## config.mk

```make
export PLATFORM = sky130hd
export DESIGN_NAME = udp_tx_arbiter
export DESIGN_NICKNAME = d
export VERILOG_FILES = /design/src/rtl/udp_tx_arbiter_pkg.sv /design/src/rtl/udp_tx_mux.sv /design/src/rtl/udp_tx_arbiter.sv
export SDC_FILE = /design/constraint.sdc
export NUM_CORES = 1
export LEC_CHECK = 0
export BUFFER_PORTS_ARGS = -buffer_cell sky130_fd_sc_hd__buf_2
export CORE_AREA = 10 10 121 123
export CTS_CLUSTER_DIAMETER = 60
export DETAILED_ROUTE_END_ITERATION = 8
export DIE_AREA = 0 0 131 133
export PLACE_DENSITY_LB_ADDON = 0.25
export SLEW_MARGIN = 20
export SYNTH_ARGS = -nofsm -noshare
export SYNTH_HDL_FRONTEND = slang
export SYNTH_SLANG_ARGS = --single-unit
```

## constraint.sdc

```tcl
create_clock -name clk -period 1.8 [get_ports clk]
set_input_delay 0.09 -clock clk [delete_from_list [all_inputs] [get_ports clk]]
set_output_delay 0.09 -clock clk [all_outputs]
set_load 0.05 [all_outputs]
```

## src/rtl/udp_tx_arbiter_pkg.sv

```systemverilog
// Shared UDP definitions: FSM state encoding, header field widths and the
// header / payload-beat bundles used between the arbiter and its mux.
package udp_tx_arbiter_pkg;

    localparam int IP_W   = 32;
    localparam int PORT_W = 16;
    localparam int LEN_W  = 16;

    localparam logic [2:0] ST_IDLE    = 3'd0;
    localparam logic [2:0] ST_HDR     = 3'd1;
    localparam logic [2:0] ST_PAYLOAD = 3'd2;
    localparam logic [2:0] ST_ABORT   = 3'd3;
    localparam logic [2:0] ST_DRAIN   = 3'd4;

    typedef struct packed {
        logic [IP_W-1:0]   ip_dest_ip;
        logic [PORT_W-1:0] udp_source_port;
        logic [PORT_W-1:0] udp_dest_port;
        logic [LEN_W-1:0]  udp_length;
    } udp_hdr_t;

    typedef struct packed {
        logic [7:0] tdata;
        logic       tvalid;
        logic       tlast;
        logic       tuser;
    } axis_beat_t;

endpackage

```

## src/rtl/udp_tx_mux.sv

```systemverilog
// Two-requester header/payload multiplexer: forwards the granted requester's
// header and payload beat, and routes the downstream readies back to it only.
module udp_tx_mux
    import udp_tx_arbiter_pkg::*;
(
    input  logic             grant,
    input  logic [1:0]       hdr_valid,
    input  udp_hdr_t [1:0]   hdr,
    input  axis_beat_t [1:0] beat,
    input  logic             hdr_ready,
    input  logic             tready,
    output logic             sel_hdr_valid,
    output udp_hdr_t         sel_hdr,
    output axis_beat_t       sel_beat,
    output logic [1:0]       s_hdr_ready,
    output logic [1:0]       s_tready
);

    // select the owner's signals; the non-granted requester always sees ready low
    always_comb begin
        sel_hdr_valid      = hdr_valid[grant];
        sel_hdr            = hdr[grant];
        sel_beat           = beat[grant];
        s_hdr_ready        = 2'b00;
        s_tready           = 2'b00;
        s_hdr_ready[grant] = hdr_ready;
        s_tready[grant]    = tready;
    end

endmodule

```

## src/rtl/udp_tx_arbiter.sv

```systemverilog
// Packet-level round-robin arbiter feeding one UDP transmit stack from two
// requesters (0: controller reply, 1: DAC/ADC data). A payload that stalls
// for TIMEOUT cycles is terminated with an error beat and the rest drained.
module udp_tx_arbiter
    import udp_tx_arbiter_pkg::*;
#(
    parameter int TIMEOUT   = 1024,
    parameter int CNT_WIDTH = 16
) (
    input  logic                 clk,
    input  logic                 rst_n,
    input  logic                 s0_hdr_valid,
    output logic                 s0_hdr_ready,
    input  logic [IP_W-1:0]      s0_ip_dest_ip,
    input  logic [PORT_W-1:0]    s0_udp_source_port,
    input  logic [PORT_W-1:0]    s0_udp_dest_port,
    input  logic [LEN_W-1:0]     s0_udp_length,
    input  logic [7:0]           s0_payload_axis_tdata,
    input  logic                 s0_payload_axis_tvalid,
    input  logic                 s0_payload_axis_tlast,
    input  logic                 s0_payload_axis_tuser,
    output logic                 s0_payload_axis_tready,
    input  logic                 s1_hdr_valid,
    output logic                 s1_hdr_ready,
    input  logic [IP_W-1:0]      s1_ip_dest_ip,
    input  logic [PORT_W-1:0]    s1_udp_source_port,
    input  logic [PORT_W-1:0]    s1_udp_dest_port,
    input  logic [LEN_W-1:0]     s1_udp_length,
    input  logic [7:0]           s1_payload_axis_tdata,
    input  logic                 s1_payload_axis_tvalid,
    input  logic                 s1_payload_axis_tlast,
    input  logic                 s1_payload_axis_tuser,
    output logic                 s1_payload_axis_tready,
    output logic                 m_hdr_valid,
    input  logic                 m_hdr_ready,
    output logic [IP_W-1:0]      m_ip_dest_ip,
    output logic [PORT_W-1:0]    m_udp_source_port,
    output logic [PORT_W-1:0]    m_udp_dest_port,
    output logic [LEN_W-1:0]     m_udp_length,
    output logic [7:0]           m_payload_axis_tdata,
    output logic                 m_payload_axis_tvalid,
    output logic                 m_payload_axis_tlast,
    output logic                 m_payload_axis_tuser,
    input  logic                 m_payload_axis_tready,
    output logic                 busy,
    output logic                 grant,
    output logic [CNT_WIDTH-1:0] pkt_cnt0,
    output logic [CNT_WIDTH-1:0] pkt_cnt1,
    output logic [CNT_WIDTH-1:0] abort_cnt
);

    localparam int              SW         = $clog2(TIMEOUT + 1);
    localparam logic [SW-1:0]   STALL_LAST = SW'(TIMEOUT - 1);
    localparam logic [CNT_WIDTH-1:0] CNT_ONE = CNT_WIDTH'(1);

    logic [2:0]       state;
    logic             rr_pri;   // requester that wins when both ask
    logic [SW-1:0]    stall;
    logic             pick;
    logic             hdr_ready_g;
    logic             tready_g;
    logic             sel_hdr_valid;
    udp_hdr_t         sel_hdr;
    axis_beat_t       sel_beat;
    udp_hdr_t [1:0]   s_hdr;
    axis_beat_t [1:0] s_beat;
    logic [1:0]       s_hdr_ready;
    logic [1:0]       s_tready;

    assign s_hdr[0]  = '{s0_ip_dest_ip, s0_udp_source_port, s0_udp_dest_port, s0_udp_length};
    assign s_hdr[1]  = '{s1_ip_dest_ip, s1_udp_source_port, s1_udp_dest_port, s1_udp_length};
    assign s_beat[0] = '{s0_payload_axis_tdata, s0_payload_axis_tvalid,
                         s0_payload_axis_tlast, s0_payload_axis_tuser};
    assign s_beat[1] = '{s1_payload_axis_tdata, s1_payload_axis_tvalid,
                         s1_payload_axis_tlast, s1_payload_axis_tuser};

    // a lone requester wins outright; with both, the one not served last
    assign pick = (s0_hdr_valid & s1_hdr_valid) ? rr_pri : s1_hdr_valid;

    assign hdr_ready_g = (state == ST_HDR) & m_hdr_ready;
    assign tready_g    = (state == ST_PAYLOAD) ? m_payload_axis_tready : (state == ST_DRAIN);
    assign busy        = (state != ST_IDLE);

    udp_tx_mux u_mux (
        .grant         (grant),
        .hdr_valid     ({s1_hdr_valid, s0_hdr_valid}),
        .hdr           (s_hdr),
        .beat          (s_beat),
        .hdr_ready     (hdr_ready_g),
        .tready        (tready_g),
        .sel_hdr_valid (sel_hdr_valid),
        .sel_hdr       (sel_hdr),
        .sel_beat      (sel_beat),
        .s_hdr_ready   (s_hdr_ready),
        .s_tready      (s_tready)
    );

    assign s0_hdr_ready           = s_hdr_ready[0];
    assign s1_hdr_ready           = s_hdr_ready[1];
    assign s0_payload_axis_tready = s_tready[0];
    assign s1_payload_axis_tready = s_tready[1];

    assign m_hdr_valid       = (state == ST_HDR) & sel_hdr_valid;
    assign m_ip_dest_ip      = sel_hdr.ip_dest_ip;
    assign m_udp_source_port = sel_hdr.udp_source_port;
    assign m_udp_dest_port   = sel_hdr.udp_dest_port;
    assign m_udp_length      = sel_hdr.udp_length;

    // payload pass-through, replaced by a zero error/terminator beat while aborting
    always_comb begin
        m_payload_axis_tvalid = 1'b0;
        m_payload_axis_tdata  = sel_beat.tdata;
        m_payload_axis_tlast  = sel_beat.tlast;
        m_payload_axis_tuser  = sel_beat.tuser;
        if (state == ST_PAYLOAD) begin
            m_payload_axis_tvalid = sel_beat.tvalid;
        end else if (state == ST_ABORT) begin
            m_payload_axis_tvalid = 1'b1;
            m_payload_axis_tdata  = 8'h00;
            m_payload_axis_tlast  = 1'b1;
            m_payload_axis_tuser  = 1'b1;
        end
    end

    // packet FSM, round-robin pointer, stall timer and statistics counters
    always_ff @(posedge clk) begin
        if (!rst_n) begin
            state     <= ST_IDLE;
            grant     <= 1'b0;
            rr_pri    <= 1'b0;
            stall     <= '0;
            pkt_cnt0  <= '0;
            pkt_cnt1  <= '0;
            abort_cnt <= '0;
        end else begin
            case (state)
                ST_IDLE: begin
                    if (s0_hdr_valid | s1_hdr_valid) begin
                        grant  <= pick;
                        rr_pri <= ~pick;
                        state  <= ST_HDR;
                    end
                end
                ST_HDR: begin
                    stall <= '0;
                    if (sel_hdr_valid & m_hdr_ready) state <= ST_PAYLOAD;
                end
                ST_PAYLOAD: begin
                    // a valid beat clears the timer even on the cycle it would expire
                    if (sel_beat.tvalid) begin
                        stall <= '0;
                        if (m_payload_axis_tready & sel_beat.tlast) begin
                            state <= ST_IDLE;
                            if (grant) pkt_cnt1 <= pkt_cnt1 + CNT_ONE;
                            else       pkt_cnt0 <= pkt_cnt0 + CNT_ONE;
                        end
                    end else if (stall == STALL_LAST) begin
                        stall <= '0;
                        state <= ST_ABORT;
                    end else begin
                        stall <= stall + 1'b1;
                    end
                end
                ST_ABORT: begin
                    if (m_payload_axis_tready) begin
                        abort_cnt <= abort_cnt + CNT_ONE;
                        state     <= ST_DRAIN;
                    end
                end
                ST_DRAIN: begin
                    if (sel_beat.tvalid & sel_beat.tlast) state <= ST_IDLE;
                end
                default: state <= ST_IDLE;
            endcase
        end
    end

endmodule
```

==> impl_results.md, run 1 <==
* Status: finished clean
* DR vias/cell at 4.85
* Unique masters post-synth at 59
* Worst-Skew Late Latency at 0.32 ns
* Post-synth top flop: dfxtp_1
* R2R depth at 5
* Warnings from Yosys at 0
* Total grt overflow at 0
* Final setup vio count at 0
* Clock share of power at 22.3%
* IO Pins at 334
* EDFF count, synth at 0
* Die X at 131 um
* # Max-Cap Violations at 0
* First-pass GRT wire length at 29800 um
* H-tree Lvls at 3
* Initial antenna violation count at 3
* FFs w/ async S/R, synth at 0%
* Max frequency at 561 MHz
* RSZ-0062 raised after global routing: true
* P_int at 0.00367 W
* Largest net degree at the start of global routing at 54
* P_sw at 0.00327 W
* Slew Viols, Final at 0
* Core box area at 12400 um^2
* Row Count at 41
* PwrDens at 1040 nW/um^2
* Fin Clk Skew at 0.00519 ns
* Clock transition at the registers of the reported paths at 0.05 ns
* Worst Hold Endpoint: rr_pri
* Clock buffer count from CTS at 9
* CP Data Arrival Time at 1.69 ns
* Slew @ Worst Pin at 0.393 ns
* Gate Count Post-Synth at 464
* Finished Layout Cells at 986
* Headroom to the max-slew limit at 73.0%
* Worst hold path depth at 2
* Mapped cell area at 4280 um^2
* Drt total wl at 20100 um
* DR pass1 iterations at 4
* Start point of the worst hold path: s1_hdr_valid
* Gr usage total at 22.2%
* Reg-to-Reg End: state[0]
* Vias in the first global route at 5174
* Sequential fraction of the synthesis area at 29.9%
* Clock sinks at 64
* Clock Path Buffers at 2
* Final worst path period need at 1.78 ns
* Avg Cell Area, Syn at 9.23 um^2
* Iteration-0 DRC Markers at 257
* Antenna-violating nets left at 0
* CP Launch Type: flop
* Root buf cell: clkbuf_16
* Crit path capture type: primary output
* Final GP Congestion at 0.972
* Reg2reg setup slack at 0.16 ns
* Nets at 998
* Port Buffers at 333
* Hold Crit Class: primary input to flop
* Worst hold slack at 0.0506 ns
* Reg2Reg Launch Point: grant
* Required @ worst endpoint at 1.71 ns
* Combinational share of power at 55.3%
* Crit Path Max Fanout at 53
* Die height at 133 um
* Critical setup path kind: flop to primary output
* Area Overhead vs Synth at 55.3%
* Hold Violations, Final at 0
* CTS tree: done
* Final HPWL DP at 17400 um
* Slowest cell delay on critical path at 0.43 ns
* Placed cells at 966
* Pleak at 3.17 nW
* Sw Ratio at 47.1%
* CP cell instances: buf_16, mux2_2, buf_2
* Slowest cell on the critical path: dfxtp_4
* Maximum vdd ir drop at 0.545 mV
* Initial Utilization at 34.6%
* # DRC at 0
* Flop pwr share at 22.4%
* Wire per inst at 20.4 um
* Crit share post-route at 99.0%
* Vias at 4786
* DIE AREA at 17400 um^2
* FF+latch count, synth at 64
* Syn Nets at 656
* Layout cells sized above 1 at 60.4%
[critical path, delay by kind of cell, from the launching register on]
kind / cells / cell delay (ns)
buf+inv: 2 / 0.50
flops: 1 / 0.43
mux: 1 / 0.42
[through the flow]
stage,TNS (ns),util (%),worst slack (ns),power (W),cell area [um^2]
3_5_place_dp,0,51.1,0.0478,0.00537,6320
2_1_floorplan,-0.00207,-,-0.00207,0.00430,4340
5_1_grt,-0.0546,53.8,-0.0313,0.00727,6650
4_1_cts,0,53.4,0.00264,0.00696,6600
6_report,0,53.8,0.0188,0.00694,6650
3_3_place_gp,0,51.1,0.118,0.00536,6320
[repair_timing]
action	in CTS	in global routing
hold buffers	0	0
resized for setup	5	9
buffers inserted	0	1
endpoints found under the setup margin	10	24
pin swaps	0	1
[logic make-up after synthesis]
| logic type | count (synthesis) | synth area share, % |
|---|---|---|
| simple gates | 181 | 24.7 |
| buf+inv | 32 | 3.91 |
| fa+ha+maj | 4 | 1.17 |
| compound gates | 50 | 8.09 |
| xor+xnor | 41 | 8.38 |
| mux | 92 | 23.8 |
| flops | 64 | 29.9 |
[power by group through the flow]
stage          Clock, W  Combinational (W)  Sequential, W
3_3_place_gp          0            0.00379        0.00157
4_1_cts         0.00158            0.00383        0.00155
3_5_place_dp          0            0.00380        0.00157
6_report        0.00155            0.00384        0.00155
2_1_floorplan         0            0.00275        0.00156
5_1_grt         0.00165            0.00405        0.00156
[Yosys cell counts, drive strengths merged (10+ instances only)]
| master | number | area, um^2 |
|---|---|---|
| a21oi | 13 | 65.1 |
| and3 | 13 | 81.3 |
| buf | 11 | 73.8 |
| clkbuf | 10 | 47.5 |
| dfxtp | 64 | 1280 |
| inv | 10 | 37.5 |
| mux2 | 80 | 901 |
| mux2i | 12 | 120 |
| nand2 | 27 | 101 |
| nand3 | 18 | 120 |
| nand4 | 10 | 75.1 |
| nor2 | 60 | 228 |
| nor3 | 14 | 91.3 |
| o21ai | 11 | 55.1 |
| xnor2 | 23 | 201 |
| xor2 | 18 | 158 |
[placed cells by master (no fill, tap or decap), drive strengths merged, types with 11 or more instances in the layout]
cell type,n
nor3,14
nand2,27
xor2,18
mux2,80
xnor2,23
and3,13
nand3,18
mux2i,12
dfxtp,64
buf,352
a21oi,13
o21ai,11
nor2,60
clkbuf,11
[registers in the layout, indices dropped and copies added, names as in the netlist]
| name | flops |
|---|---|
| abort_cnt | 16 |
| pkt_cnt0 | 16 |
| pkt_cnt1 | 16 |
| stall | 11 |
| state | 3 |
| grant | 1 |
| rr_pri | 1 |
[worst max path at each step]
stage / from / endpoint / cells past startpoint
after global routing: grant / m_udp_dest_port[4] / 3
after global placement: stall[0] / state[0] / 5
after floorplan: grant / s1_payload_axis_tready / 5
after detailed placement: state[1] / stall[5] / 5
after CTS: grant / m_udp_dest_port[4] / 3
final: grant / m_udp_dest_port[4] / 3
[final cells by class]
cell class	instances	area (um^2)
Fill cell	1140	5710
Multi-Input combinational cell	368	2920
Timing Repair Buffer	353	1920
Sequential cell	64	1290
Clock buffer	10	229
Tap cell	172	215
Inverter	10	37.5
Clock inverter	6	36.3
Antenna cell	3	7.51
[routing by layer]
metal / wire length [um] / GRT usage [%] / vias to the layer above
met2: 10100 / 37.7 / 166
li1: - / - / 2347
met5: 0 / 0 / -
met3: 1720 / 8.71 / 10
met1: 8150 / 25.4 / 2263
met4: 144 / 4.82 / 0
Note: power is estimated with default switching activity, not from simulation.
==> run 2, diff against run 1 <==
CELL_PAD_IN_SITES_DETAIL_PLACEMENT = 2   (was not set)
CELL_PAD_IN_SITES_GLOBAL_PLACEMENT = 2   (was not set)
CORE_AREA = 10 10 171 141   (was 10 10 121 123)
DIE_AREA = 0 0 181 151   (was 0 0 131 133)
==> run 2 against run 1 <==
Die area increased by 57%. Critical path depth increased by 1. Total power increased by 19%. Sequential power about the same. Clock-buffer cell count increased by 1. Cell area increased by 11%. Via count increased by 5.7%. Clock power increased by 43%. Cell count increased by 12%. Core utilization decreased by 18 points. Largest power group unchanged.
==> impl_results.md, run 2 (synthesis results as in run 1) <==
* Max frequency at 559 MHz (was 561 MHz)
* Multi-input logic area at 2950 um^2 (was 2920 um^2)
* PwrDens at 1120 nW/um^2 (was 1040 nW/um^2)
* Clock Path Buffers at 2 (unchanged)
* Slew @ Worst Pin at 0.687 ns (was 0.393 ns)
* Final GP Congestion at 0.865 (was 0.972)
* Reg area at 1290 um^2 (about the same)
* Drt total wl at 28000 um (was 20100 um)
* Worst Setup SP: grant (unchanged)
* Total grt overflow at 0 (unchanged)
* DR pass1 iterations at 4 (unchanged)
* Clock transition at the registers of the reported paths at 0.06 ns (was 0.05 ns)
* Crit share post-route at 99.4% (was 99.0%)
* Met3 wire len at 2990 um (was 1720 um)
* DIE AREA at 27300 um^2 (was 17400 um^2)
* Post-CTS Hold Fix Bufs at 0 (unchanged)
* Highest routed layer: met5 (was met4)
* RSZ-0062 raised after global routing: true (unchanged)
* Area Overhead vs Synth at 72.3% (was 55.3%)
* Placed inst area at 6550 um^2 (was 6320 um^2)
* Critical setup path kind: flop to primary output (unchanged)
* Largest net degree at the start of global routing at 35 (was 54)
* Commonest non-fill, non-tap cell in the layout: buf_2 (unchanged)
* Clock buffer count from CTS at 9 (unchanged)
* Final setup TNS at 0 ns (unchanged)
* Start point of the worst hold path: s1_hdr_valid (unchanged)
* Final setup vio count at 0 (unchanged)
* Core box area at 20500 um^2 (was 12400 um^2)
* IO Pins at 334 (unchanged)
* Initial Utilization at 20.9% (was 34.6%)
* Row Count at 47 (was 41)
* Antenna-violating nets left at 0 (unchanged)
* CP Launch Type: flop (unchanged)
* CTS tree: done (unchanged)
* Wire per inst at 25.4 um (was 20.4 um)
* Layout cells sized above 1 at 62.3% (was 60.4%)
* Hold Violations, Final at 0 (unchanged)
* Biggest regs: abort_cnt x16, pkt_cnt0 x16, pkt_cnt1 x16 (unchanged)
* Status: finished clean (unchanged)
* Nets at 1010 (was 998)
* # DRC at 0 (unchanged)
* Iteration-0 DRC Markers at 232 (was 257)
* CP Data Arrival Time at 1.70 ns (was 1.69 ns)
* Die height at 151 um (was 133 um)
* First-pass GRT wire length at 38400 um (was 29800 um)
* # Max-Cap Violations at 0 (unchanged)
* Gr usage total at 18.7% (was 22.2%)
* Crit path capture type: primary output (unchanged)
* Final WS setup at 0.0113 ns (was 0.0188 ns)
* Reg2Reg Launch Point: grant (unchanged)
* Pleak at 3.42 nW (was 3.17 nW)
* Final worst path period need at 1.79 ns (was 1.78 ns)
* Fin Clk Skew at 0.00576 ns (was 0.00519 ns)
* H-tree Lvls at 3 (unchanged)
* Maximum vdd ir drop at 0.636 mV (was 0.545 mV)
* Port Buffers at 333 (unchanged)
* Required @ worst endpoint at 1.71 ns (about the same)
* DR vias/cell at 4.60 (was 4.85)
* Headroom to the max-slew limit at 54.2% (was 73.0%)
* Vias at 5058 (was 4786)
* Design area at 7380 um^2 (was 6650 um^2)
* DP Worst Slack at -0.0192 ns (was 0.0478 ns)
* Slew Viols, Final at 0 (unchanged)
* Crit Path Max Fanout at 24 (was 53)
* Met1 wire length at 9960 um (was 8150 um)
* Die X at 181 um (was 131 um)
* Vias in the first global route at 5753 (was 5174)
* WL met2 at 14700 um (was 10100 um)
* Most frequent cells in the layout: buf_2, mux2_2, dfxtp_1 (unchanged)
* Worst-Skew Late Latency at 0.34 ns (was 0.32 ns)
* Clock sinks at 64 (unchanged)
* Fillcell total at 2342 (was 1140)
* Final HPWL DP at 23200 um (was 17400 um)
* Initial antenna violation count at 9 (was 3)
* Hold Crit Class: primary input to flop (unchanged)
* Root buf cell: clkbuf_16 (unchanged)
## run 2: cell types whose count changed in the layout (fill, tap and decap cells not counted), moves of 5 or more
| cell | before | now |
|---|---|---|
| buf_12 | 5 | 11 |
| buf_2 | 326 | 277 |
| buf_4 | 20 | 48 |
| buf_6 | 0 | 20 |
| diode_2 | 3 | 8 |
## run 2: worst max-delay path, stage by stage (launching register included)
cell	delay [ns]
dfxtp_4	0.41
buf_12	0.17
buf_16	0.19
mux2_2	0.39
buf_6	0.17
## run 2: final timing paths
path                           end  slack (ns)  cells after the start
hold / removal              rr_pri        0.03                      2
setup reg to reg          stall[5]        0.10                      5
hold reg to reg             rr_pri        0.49                      1
setup / recovery  m_ip_dest_ip[25]        0.01                      4
## run 2: per-stage QoR
stage	std cells	util [%]	hold WS (ns)	power, W
detailed placement	1066	31.9	0.369	0.00566
CTS	1084	34.9	0.0207	0.00817
global placement	1066	31.9	0.353	0.00562
finish	1100	36.0	0.0290	0.00826
global route	1098	35.9	0.0329	0.00860
floorplan	464	-	0.206	0.00430
## run 2: cell type report
type	count	share of cell area, %
tap	269	4.56
clock buffer	11	3.29
multi-input combinational	368	40.0
antenna	8	0.271
clock inverter	5	1.71
sequential	64	17.5
inverter	10	0.509
timing repair buffer	365	32.2
## run 2: power breakdown
part	leakage, nW	total [W]	internal (W)	switching (W)
combinational	2.73	0.00448	0.00165	0.00283
clock	0.180	0.00222	0.00153	0.000686
sequential	0.520	0.00156	0.00147	0.0000888
total	3.42	0.00826	0.00465	0.00361
## run 2: per-layer routing
layer / vias to the layer above / GRT usage [%]
met3: 20 / 9.56
met2: 167 / 34.0
met1: 2485 / 18.8
li1: 2384 / -
met4: 2 / 4.79
met5: - / 0
## run 2: repair_timing
action | 4_1_cts | 5_1_grt
setup buffers | 0 | 6
pin swaps | 0 | 2
resized for setup | 63 | 32
endpoints found under the setup margin | 101 | 103
cloned | 2 | 2
==> run 3, diff against run 2 <==
clock period = 1.7 ns   (was 1.8 ns; I/O delays follow)
==> run 3 against run 2 <==
The run now ends with setup timing left. Non-clock buffer count is 20 higher. Wire length is 2.7% higher. Core utilization is 2.9 points higher. Clock skew is 0.00075 ns higher. Register-to-register slack worse by 0.09 ns. Clock power hardly changed. Cell area is 8.2% higher. First-iteration DRC count is 12% lower. Via count is 2.8% higher. Setup slack worse by 0.048 ns. Critical path depth is 1 lower. Highest routed layer unchanged.
==> impl_results.md, run 3 (synthesis results as in run 1) <==
* Worst Path Buf+Inv at 2 (was 3)
* CP cell instances: buf_16, mux2_2, buf_4 (was buf_12, buf_16, mux2_2, buf_6)
* Slowest cell delay on critical path at 0.41 ns (about the same)
* P_int at 0.00524 W (was 0.00465 W)
* Worst hold path depth at 2 (unchanged)
* Iteration-0 DRC Markers at 204 (was 232)
* Total grt overflow at 0 (unchanged)
* Final worst path period need at 1.74 ns
* Design area at 7980 um^2 (was 7380 um^2)
* Reg-to-Reg End: pkt_cnt1[9] (was stall[5])
* Worst-Skew Late Latency at 0.33 ns (was 0.34 ns)
* Slew @ Worst Pin at 0.468 ns (was 0.687 ns)
* Maximum vdd ir drop at 0.453 mV (was 0.636 mV)
* Worst Hold Endpoint: rr_pri (unchanged)
* Initial antenna violation count at 6 (was 9)
* CTS tree: done (unchanged)
* RSZ-0062 raised after global routing: true (unchanged)
* Required @ worst endpoint at 1.62 ns (was 1.71 ns)
* H-tree Lvls at 3 (unchanged)
* Gr usage total at 19.1% (was 18.7%)
* Final GP Congestion at 0.900 (was 0.865)
* DR pass1 iterations at 4 (unchanged)
* First-pass GRT wire length at 39300 um (was 38400 um)
* Sw Ratio at 43.4% (was 43.7%)
* Combinational share of power at 58.3% (was 54.3%)
* Layout cells sized above 1 at 66.8% (was 62.3%)
* Status: finished, violations left (was finished clean)
* Final setup vio count at 32 (was 0)
* Failing checks: setup timing
* Die height at 151 um (unchanged)
* Most frequent cells in the layout: buf_2, buf_4, mux2_2 (was buf_2, mux2_2, dfxtp_1)
* Crit share post-route at 102%
* Hold Crit Class: primary input to flop (unchanged)
* Final WS setup at -0.0368 ns (was 0.0113 ns)
* Row Count at 47 (unchanged)
* Nets at 1031 (was 1010)
* CP Launch Type: flop (unchanged)
* Final core utilization at 38.9% (was 36.0%)
* Total Power at 0.00926 W (was 0.00826 W)
* R2R depth at 6 (was 5)
* Commonest non-fill, non-tap cell in the layout: buf_2 (unchanged)
* P_sw at 0.00402 W (was 0.00361 W)
* Critical setup path kind: flop to primary output (unchanged)
* Reg2reg setup slack at 0.01 ns (was 0.10 ns)
* Final HPWL DP at 23500 um (was 23200 um)
* Die X at 181 um (unchanged)
* Largest net degree at the start of global routing at 54 (was 35)
* IO Pins at 334 (unchanged)
* Drt total wl at 28700 um (was 28000 um)
* # DRC at 0 (unchanged)
* Reg2Reg Launch Point: state[1] (was grant)
* Start point of the worst hold path: s1_hdr_valid (unchanged)
* Clock buffer count from CTS at 9 (unchanged)
* DIE AREA at 27300 um^2 (unchanged)
* Slew Viols, Final at 0 (unchanged)
* Port Buffers at 333 (unchanged)
* Area Overhead vs Synth at 86.4% (was 72.3%)
* Clock Path Buffers at 2 (unchanged)
* Fillcell total at 2251 (was 2342)
* PwrDens at 1160 nW/um^2 (was 1120 nW/um^2)
* Biggest regs: abort_cnt x16, pkt_cnt0 x16, pkt_cnt1 x16 (unchanged)
* Clock transition at the registers of the reported paths at 0.06 ns (about the same)
* Antenna-violating nets left at 0 (unchanged)
* Fin Clk Skew at 0.00651 ns (was 0.00576 ns)
* CP Data Arrival Time at 1.65 ns (was 1.70 ns)
* Initial Utilization at 20.9% (unchanged)
* Vias at 5202 (was 5058)
* Vias in the first global route at 5847 (was 5753)
* Crit path capture type: primary output (unchanged)
* Clock share of power at 24.1% (was 26.9%)
* Flop pwr share at 17.6% (was 18.9%)
* Wire per inst at 25.7 um (was 25.4 um)
* Slowest cell on the critical path: dfxtp_4 (unchanged)
* # Max-Cap Violations at 0 (unchanged)
* Pleak at 3.69 nW (was 3.42 nW)
* Hold Violations, Final at 0 (unchanged)
* Max frequency at 576 MHz
* Clock sinks at 64 (unchanged)
* Headroom to the max-slew limit at 68.7% (was 54.2%)
* Worst hold slack at 0.0249 ns (was 0.0290 ns)
* DR vias/cell at 4.66 (was 4.60)
* Crit Path Max Fanout at 53 (was 24)
* Top Family by Delay on Critical Path: buffers and inverters (unchanged)
* Root buf cell: clkbuf_16 (unchanged)
* Core box area at 20500 um^2 (unchanged)
* Placed inst area at 6720 um^2 (was 6550 um^2)
==> run 3: changes by cell type in the layout (fill, tap and decap cells not counted), moves of 5 or more <==
cell,previous run,this run
dfxtp_2,6,14
buf_2,277,237
mux2i_4,0,5
dfxtp_1,57,46
buf_6,20,45
mux2i_1,9,4
buf_4,48,79
==> run 3: worst register-to-register path, delay by kind of cell (launching register included) <==
| family | cells | cell delay [ns] |
|---|---|---|
| buffers and inverters | 1 | 0.13 |
| flip-flops | 1 | 0.37 |
| AND/OR/NAND/NOR | 4 | 0.86 |
| XOR/XNOR | 1 | 0.22 |
==> run 3: final cells by class <==
type                    instances  area (um^2)  share of cell area (%)
repair buffers                385         2790                    35.0
clock inverters                 6          115                    1.44
clock buffers                  10          239                    2.99
flip-flops and latches         64         1310                    16.5
multi-input cells             369         3140                    39.3
diodes                          4         10.0                   0.125
well taps                     269          337                    4.22
inverters                      10         37.5                   0.470
==> run 3: power groups by stage <==
stage	Combinational, W	Sequential, W	Clock [W]
6_report	0.00540	0.00163	0.00223
5_1_grt	0.00566	0.00164	0.00234
3_5_place_dp	0.00446	0.00167	0
4_1_cts	0.00509	0.00163	0.00225
3_3_place_gp	0.00440	0.00166	0
2_1_floorplan	0.00291	0.00165	0
==> run 3: worst max path at each step <==
stage	cells past startpoint	endpoint	startpoint	slack, ns
2_1_floorplan	5	s1_payload_axis_tready	grant	-0.02
5_1_grt	3	m_ip_dest_ip[25]	grant	-0.08
6_report	3	m_udp_length[9]	grant	-0.04
4_1_cts	6	m_payload_axis_tdata[0]	grant	-0.04
3_5_place_dp	5	stall[3]	state[1]	-0.09
3_3_place_gp	5	pkt_cnt1[11]	state[1]	0.04
==> run 3: repair_timing <==
item,CTS,global route
resized for setup,154,42
cloned,2,3
setup buffers,4,9
pin swaps,3,9
hold endpoints to repair,0,0
setup endpoints to repair,105,106
hold buffers,0,0
==> run 3: stage by stage <==
step	instances	setup TNS, ns	setup WS, ns
5_1_grt	1115	-3.85	-0.0849
2_1_floorplan	464	-0.0317	-0.0181
3_5_place_dp	1080	-0.257	-0.0901
6_report	1117	-0.375	-0.0368
3_3_place_gp	1080	0	0.0383
4_1_cts	1102	-0.414	-0.0442
==> run 3: per-layer routing <==
metal	GRT usage, %	vias to the layer above	share of wire (%)
li1	-	2424	-
met1	19.2	2578	36
met2	36.0	178	53
met3	9.23	20	9.8
met4	2.96	2	1.3
met5	0	-	0.045
